### src/rtl/riscv_pkg.sv
// rtl/riscv_pkg.sv - shared RISC-V constants and fetch queue entry type
package riscv_pkg;

    localparam logic [31:0] RESET_PC_DEFAULT = 32'h0000_0000;
    localparam logic [31:0] NOP_INSTR        = 32'h0000_0013;

    localparam logic [6:0] OPC_LUI    = 7'b0110111;
    localparam logic [6:0] OPC_AUIPC  = 7'b0010111;
    localparam logic [6:0] OPC_JAL    = 7'b1101111;
    localparam logic [6:0] OPC_JALR   = 7'b1100111;
    localparam logic [6:0] OPC_BRANCH = 7'b1100011;
    localparam logic [6:0] OPC_LOAD   = 7'b0000011;
    localparam logic [6:0] OPC_STORE  = 7'b0100011;
    localparam logic [6:0] OPC_OP_IMM = 7'b0010011;
    localparam logic [6:0] OPC_OP     = 7'b0110011;
    localparam logic [6:0] OPC_SYSTEM = 7'b1110011;

    typedef struct packed {
        logic [31:0] instr;
        logic [31:0] pc;
    } fetch_entry_t;

    function automatic logic [31:0] align_pc(input logic [31:0] pc);
        return {pc[31:2], 2'b00};
    endfunction

endpackage

### src/rtl/fetch_fifo.sv
// rtl/fetch_fifo.sv - 2-entry fetch queue with registered head and flush
module fetch_fifo
    import riscv_pkg::*;
(
    input  logic         clk,
    input  logic         resetn,
    input  logic         push_i,
    input  fetch_entry_t push_data_i,
    input  logic         pop_i,
    input  logic         flush_i,
    output logic [1:0]   count_o,
    output fetch_entry_t head_o
);

    fetch_entry_t head_q, head_d;
    fetch_entry_t tail_q, tail_d;
    logic [1:0]   count_q, count_d;

    // Shift organisation: the head is always its own register, so the
    // consumer-facing outputs come straight from flops.
    always_comb begin
        head_d  = head_q;
        tail_d  = tail_q;
        count_d = count_q;
        if (flush_i) begin
            count_d = 2'd0;
        end else begin
            case ({push_i, pop_i})
                2'b10: begin
                    if (count_q == 2'd0) head_d = push_data_i;
                    else                 tail_d = push_data_i;
                    count_d = count_q + 2'd1;
                end
                2'b01: begin
                    head_d  = tail_q;
                    count_d = count_q - 2'd1;
                end
                2'b11: begin
                    if (count_q == 2'd1) begin
                        head_d = push_data_i;
                    end else begin
                        head_d = tail_q;
                        tail_d = push_data_i;
                    end
                end
                default: ;
            endcase
        end
    end

    always_ff @(posedge clk) begin
        if (!resetn) begin
            head_q  <= '0;
            tail_q  <= '0;
            count_q <= 2'd0;
        end else begin
            head_q  <= head_d;
            tail_q  <= tail_d;
            count_q <= count_d;
        end
    end

    assign count_o = count_q;
    assign head_o  = head_q;

endmodule

### src/rtl/fetch_unit.sv
// rtl/fetch_unit.sv - instruction fetch stage with 2-entry queue and redirect flush
module fetch_unit
    import riscv_pkg::*;
#(
    parameter int          MEM_WORDS_LOG2 = 8,
    parameter logic [31:0] RESET_PC       = RESET_PC_DEFAULT
) (
    input  logic                      clk,
    input  logic                      resetn,
    output logic [MEM_WORDS_LOG2-1:0] mem_addr,
    output logic                      mem_rstrb,
    input  logic [31:0]               mem_rdata,
    input  logic                      redirect_valid,
    input  logic [31:0]               redirect_pc,
    output logic                      instr_valid,
    output logic [31:0]               instr,
    output logic [31:0]               instr_pc,
    input  logic                      instr_ready
);

    logic [31:0]  fetch_pc_q, fetch_pc_d;
    logic [31:0]  req_pc_q;
    logic         inflight_q;
    logic         pop, push;
    logic [1:0]   count;
    logic [2:0]   occupancy;
    fetch_entry_t head, push_data;

    assign instr_valid = (count != 2'd0);
    assign instr       = head.instr;
    assign instr_pc    = head.pc;
    assign pop         = instr_valid && instr_ready;

    // Slots already spoken for once this cycle's pop and returning word settle.
    assign occupancy = {1'b0, count} + {2'b00, inflight_q} - {2'b00, pop};
    assign mem_rstrb = resetn && !redirect_valid && (occupancy < 3'd2);
    assign mem_addr  = fetch_pc_q[MEM_WORDS_LOG2+1:2];

    assign push      = inflight_q && !redirect_valid;
    assign push_data = '{instr: mem_rdata, pc: req_pc_q};

    always_comb begin
        fetch_pc_d = fetch_pc_q;
        if (redirect_valid)  fetch_pc_d = align_pc(redirect_pc);
        else if (mem_rstrb)  fetch_pc_d = fetch_pc_q + 32'd4;
    end

    always_ff @(posedge clk) begin
        if (!resetn) begin
            fetch_pc_q <= align_pc(RESET_PC);
            req_pc_q   <= '0;
            inflight_q <= 1'b0;
        end else begin
            fetch_pc_q <= fetch_pc_d;
            inflight_q <= mem_rstrb;
            if (mem_rstrb) req_pc_q <= fetch_pc_q;
        end
    end

    fetch_fifo u_fifo (
        .clk         (clk),
        .resetn      (resetn),
        .push_i      (push),
        .push_data_i (push_data),
        .pop_i       (pop),
        .flush_i     (redirect_valid),
        .count_o     (count),
        .head_o      (head)
    );

endmodule

### config.mk
export PLATFORM = sky130hd
export DESIGN_NAME = fetch_unit
export DESIGN_NICKNAME = d
export VERILOG_FILES = /design/src/rtl/riscv_pkg.sv /design/src/rtl/fetch_fifo.sv /design/src/rtl/fetch_unit.sv
export SDC_FILE = /design/constraint.sdc
export NUM_CORES = 1
export LEC_CHECK = 0
export BUFFER_PORTS_ARGS = -buffer_cell sky130_fd_sc_hd__buf_2
export CAP_MARGIN = 20
export CELL_PAD_IN_SITES_DETAIL_PLACEMENT = 2
export CELL_PAD_IN_SITES_GLOBAL_PLACEMENT = 2
export CORE_UTILIZATION = 34
export CTS_CLUSTER_SIZE = 25
export DETAILED_ROUTE_END_ITERATION = 6
export PLACE_DENSITY_LB_ADDON = 0.1
export SYNTH_ARGS = -nofsm -noshare
export SYNTH_HDL_FRONTEND = slang
export SYNTH_HIERARCHICAL = 1
export SYNTH_SLANG_ARGS = --single-unit
### constraint.sdc
create_clock -name clk -period 3.2 [get_ports clk]
set_clock_uncertainty 0.05 [all_clocks]
set_input_delay 0 -clock clk [delete_from_list [all_inputs] [get_ports clk]]
set_output_delay 0 -clock clk [all_outputs]
set_load 0.02 [all_outputs]
==> results.md <==
* Post-route ant nets at 0
* Final slew viol count at 0
* # H-tree levels at 4
* Distinct cells, synth at 70
* Flops & latches, synth at 191
* Net switching share of the total power at 29.2%
* Die width at 168 µm
* CTS Buffer Depth at 2
* Least-Margin Pin Slew at 881 ps
* Synth Flop Type: dfxtp_1
* Via/cell ratio at 5.95
* Met3 Resource Use GR at 2.95%
* Status: complete, no violations
* CTS tree: built
* DP Area at 10100 µm²
* Crit path kind: reg -> out
* Starting Density at 34.6%
* GR Overflow Total at 0
* # IOs at 142
* Clock latency on the worst-skew pair at 440 ps
* CP Max Fanout at 14
* 1st-iter DRT viols at 529
* Final Util at 42.1%
* Core area at 27000 µm²
* Postcts setup bufs at 0
* Max VDD drop at 0.000262 V
* Pwr Total at 5.55 mW
* Met2 usage at 44.3%
* Internal at 3.93 mW
* Slew HR at 41.3%
* Post-synth top area share at 41.0%
* # clock sinks at 191
* Critical path arrival at 3020 ps
* Post-Layout Cell Count at 1567
* First-pass GRT wire length at 56.2 mm
* Sequential Power Share at 46.2%
* Net switching power at 1.62 mW
* Global Route met1 Usage at 32.1%
* Final setup viols at 0
* Post-detail-place hpwl at 19.1 mm
* Syn Area/Cell at 8.51 µm²
* Post-synthesis async set-or-reset flop share at 0%
* Wire per inst at 22.0 µm
* Top cells by area, synth: dfxtp_1, a21oi_1, o211ai_1
* Final instance area at 11400 µm²
* Synth area leader: dfxtp_1
* Final Cycle Share at 95.8%
* DR pass1 iterations at 5
* Drc violations at 0
* GP Congestion at 0.761
* Most common cell in the netlist: dfxtp_1
* Clk network pwr share at 39.6%
* CP required at 3150 ps
* Total CTS buffers at 17
* Port bufs at 139
* FMAX at 0.326 GHz
* Sequential share of the synthesized area at 41.0%
* Largest net degree at the start of global routing at 67
* Initial antenna violation count at 0
* Global-route usage over all layers at 25.1%
* Yosys warns at 6
* Share of layout cells above drive strength 1 at 19.3%
* EDFF count, synth at 0
* PD cells at 489 nW/µm²
* Clk pin slew, worst setup/hold paths at 80 ps
* Commonest cells in the synthesized netlist: dfxtp_1, a21oi_1, nand2_1, nand3_1, o21ai_0
* Worst setup EP type: output port
* Fin. Hold Viols at 0
* P_leak at 3.91 nW
* Gate Count Post-Synth at 1096
* Max cap viols at 0
* Total wire length at 34.5 mm
* Via count at 9321
* Vias in the first global route at 10100
* Crit path launch type: register
* Tmin final at 3070 ps
* Antenna diodes at 0
* Min-Delay Path Class: in -> reg
* Cell Area, Synth at 9330 µm²
* Full die area at 28100 µm²
* FP Rows at 60
* Gr busiest metal: met2
* Root Driver: clkbuf_16
* Nets at 1292
* Die Ht at 168 µm
* Placed Instances at 1473
* Area grow syn2layout at 21.7%
* Logic pwr share at 14.3%
-- through the flow --
step                setup TNS [ps]  hold WS, ps  setup slack (ps)
finish                           0          123               133
global route                -0.181          189            -0.181
CTS                              0          129              3.36
detailed placement               0          197              68.3
global placement                 0          187               148
floorplan                        0         93.9               171
-- state kept, by name, indices dropped and copies added, names as in the netlist --
name,cells
u_fifo/count_o,2
inflight_q,1
fetch_pc_q,30
u_fifo/tail_q,64
u_fifo/head_o,64
req_pc_q,30
-- layout make-up --
cell class,instances,area (µm²)
Fill cell,2987,15600
Inverter,13,56.3
Tap cell,341,427
Multi-Input combinational cell,761,4790
Timing Repair Buffer,230,1670
Clock buffer,18,429
Sequential cell,191,3820
Clock inverter,13,153
-- path summary, 6_finish.rpt --
check,to,slack (ps),startpoint,cells after the start
min,u_fifo/count_o[1],120,redirect_valid,5
min reg2reg,u_fifo/tail_q[60],420,u_fifo/tail_q[60],2
max reg2reg,fetch_pc_q[19],150,u_fifo/count_o[0],10
max,mem_rstrb,130,u_fifo/count_o[0],10
-- cells by family (layout without fill, tap and decap cells) --
logic type / after synthesis / in the layout / share of synthesized area, %
AOI/OAI and AO/OA: 489 / 489 / 34.4
xor gates and xnor gates: 10 / 10 / 1.02
adders and majority gates: 10 / 10 / 1.42
buffers and inverters: 147 / 274 / 8.20
DFF: 191 / 191 / 41.0
muxes: 2 / 2 / 0.228
other: 1 / 4 / 0.0402
and+or+nand+nor: 246 / 246 / 13.7
-- placed cells by master (no fill, tap or decap), types with 17 or more instances in the layout --
master | synthesis | final
o21ai_0 | 70 | 70
nand2_1 | 83 | 82
dlygate4sd3_1 | 0 | 63
dfxtp_1 | 191 | 191
o31ai_1 | 67 | 67
o211ai_1 | 69 | 69
a21oi_1 | 176 | 176
buf_4 | 31 | 17
a311oi_1 | 56 | 56
nand3_1 | 82 | 81
buf_2 | 65 | 139
clkbuf_16 | 0 | 17
-- critical path, cell delays in order, from the launching register on --
cell,delay (ps)
dfxtp_1,310
or2_2,290
and2_1,190
ha_1,290
nand2b_1,150
fa_1,530
and3b_2,240
nand2_2,130
inv_6,130
buf_12,140
buf_2,170
-- layer usage --
layer / share of wire (%) / wire [µm]
met1: 47 / 16200
met2: 49 / 16900
met3: 2.8 / 963
met4: 1.4 / 479
met5: 0 / 0
-- timing repair --
item	in CTS	in global routing
endpoints found under the setup margin	0	6
gates resized for setup	0	4
hold buffers	63	0
endpoints found under the hold margin	96	0
-- power groups by stage --
stage | logic (mW) | registers [mW] | clock network [mW]
after floorplan | 0.415 | 2.65 | 0
after global placement | 0.719 | 2.61 | 0
after detailed placement | 0.732 | 2.62 | 0
after CTS | 0.792 | 2.56 | 2.27
after global routing | 0.861 | 2.58 | 2.35
final | 0.793 | 2.56 | 2.20
No activity file was read; power rests on OpenSTA's default activity.
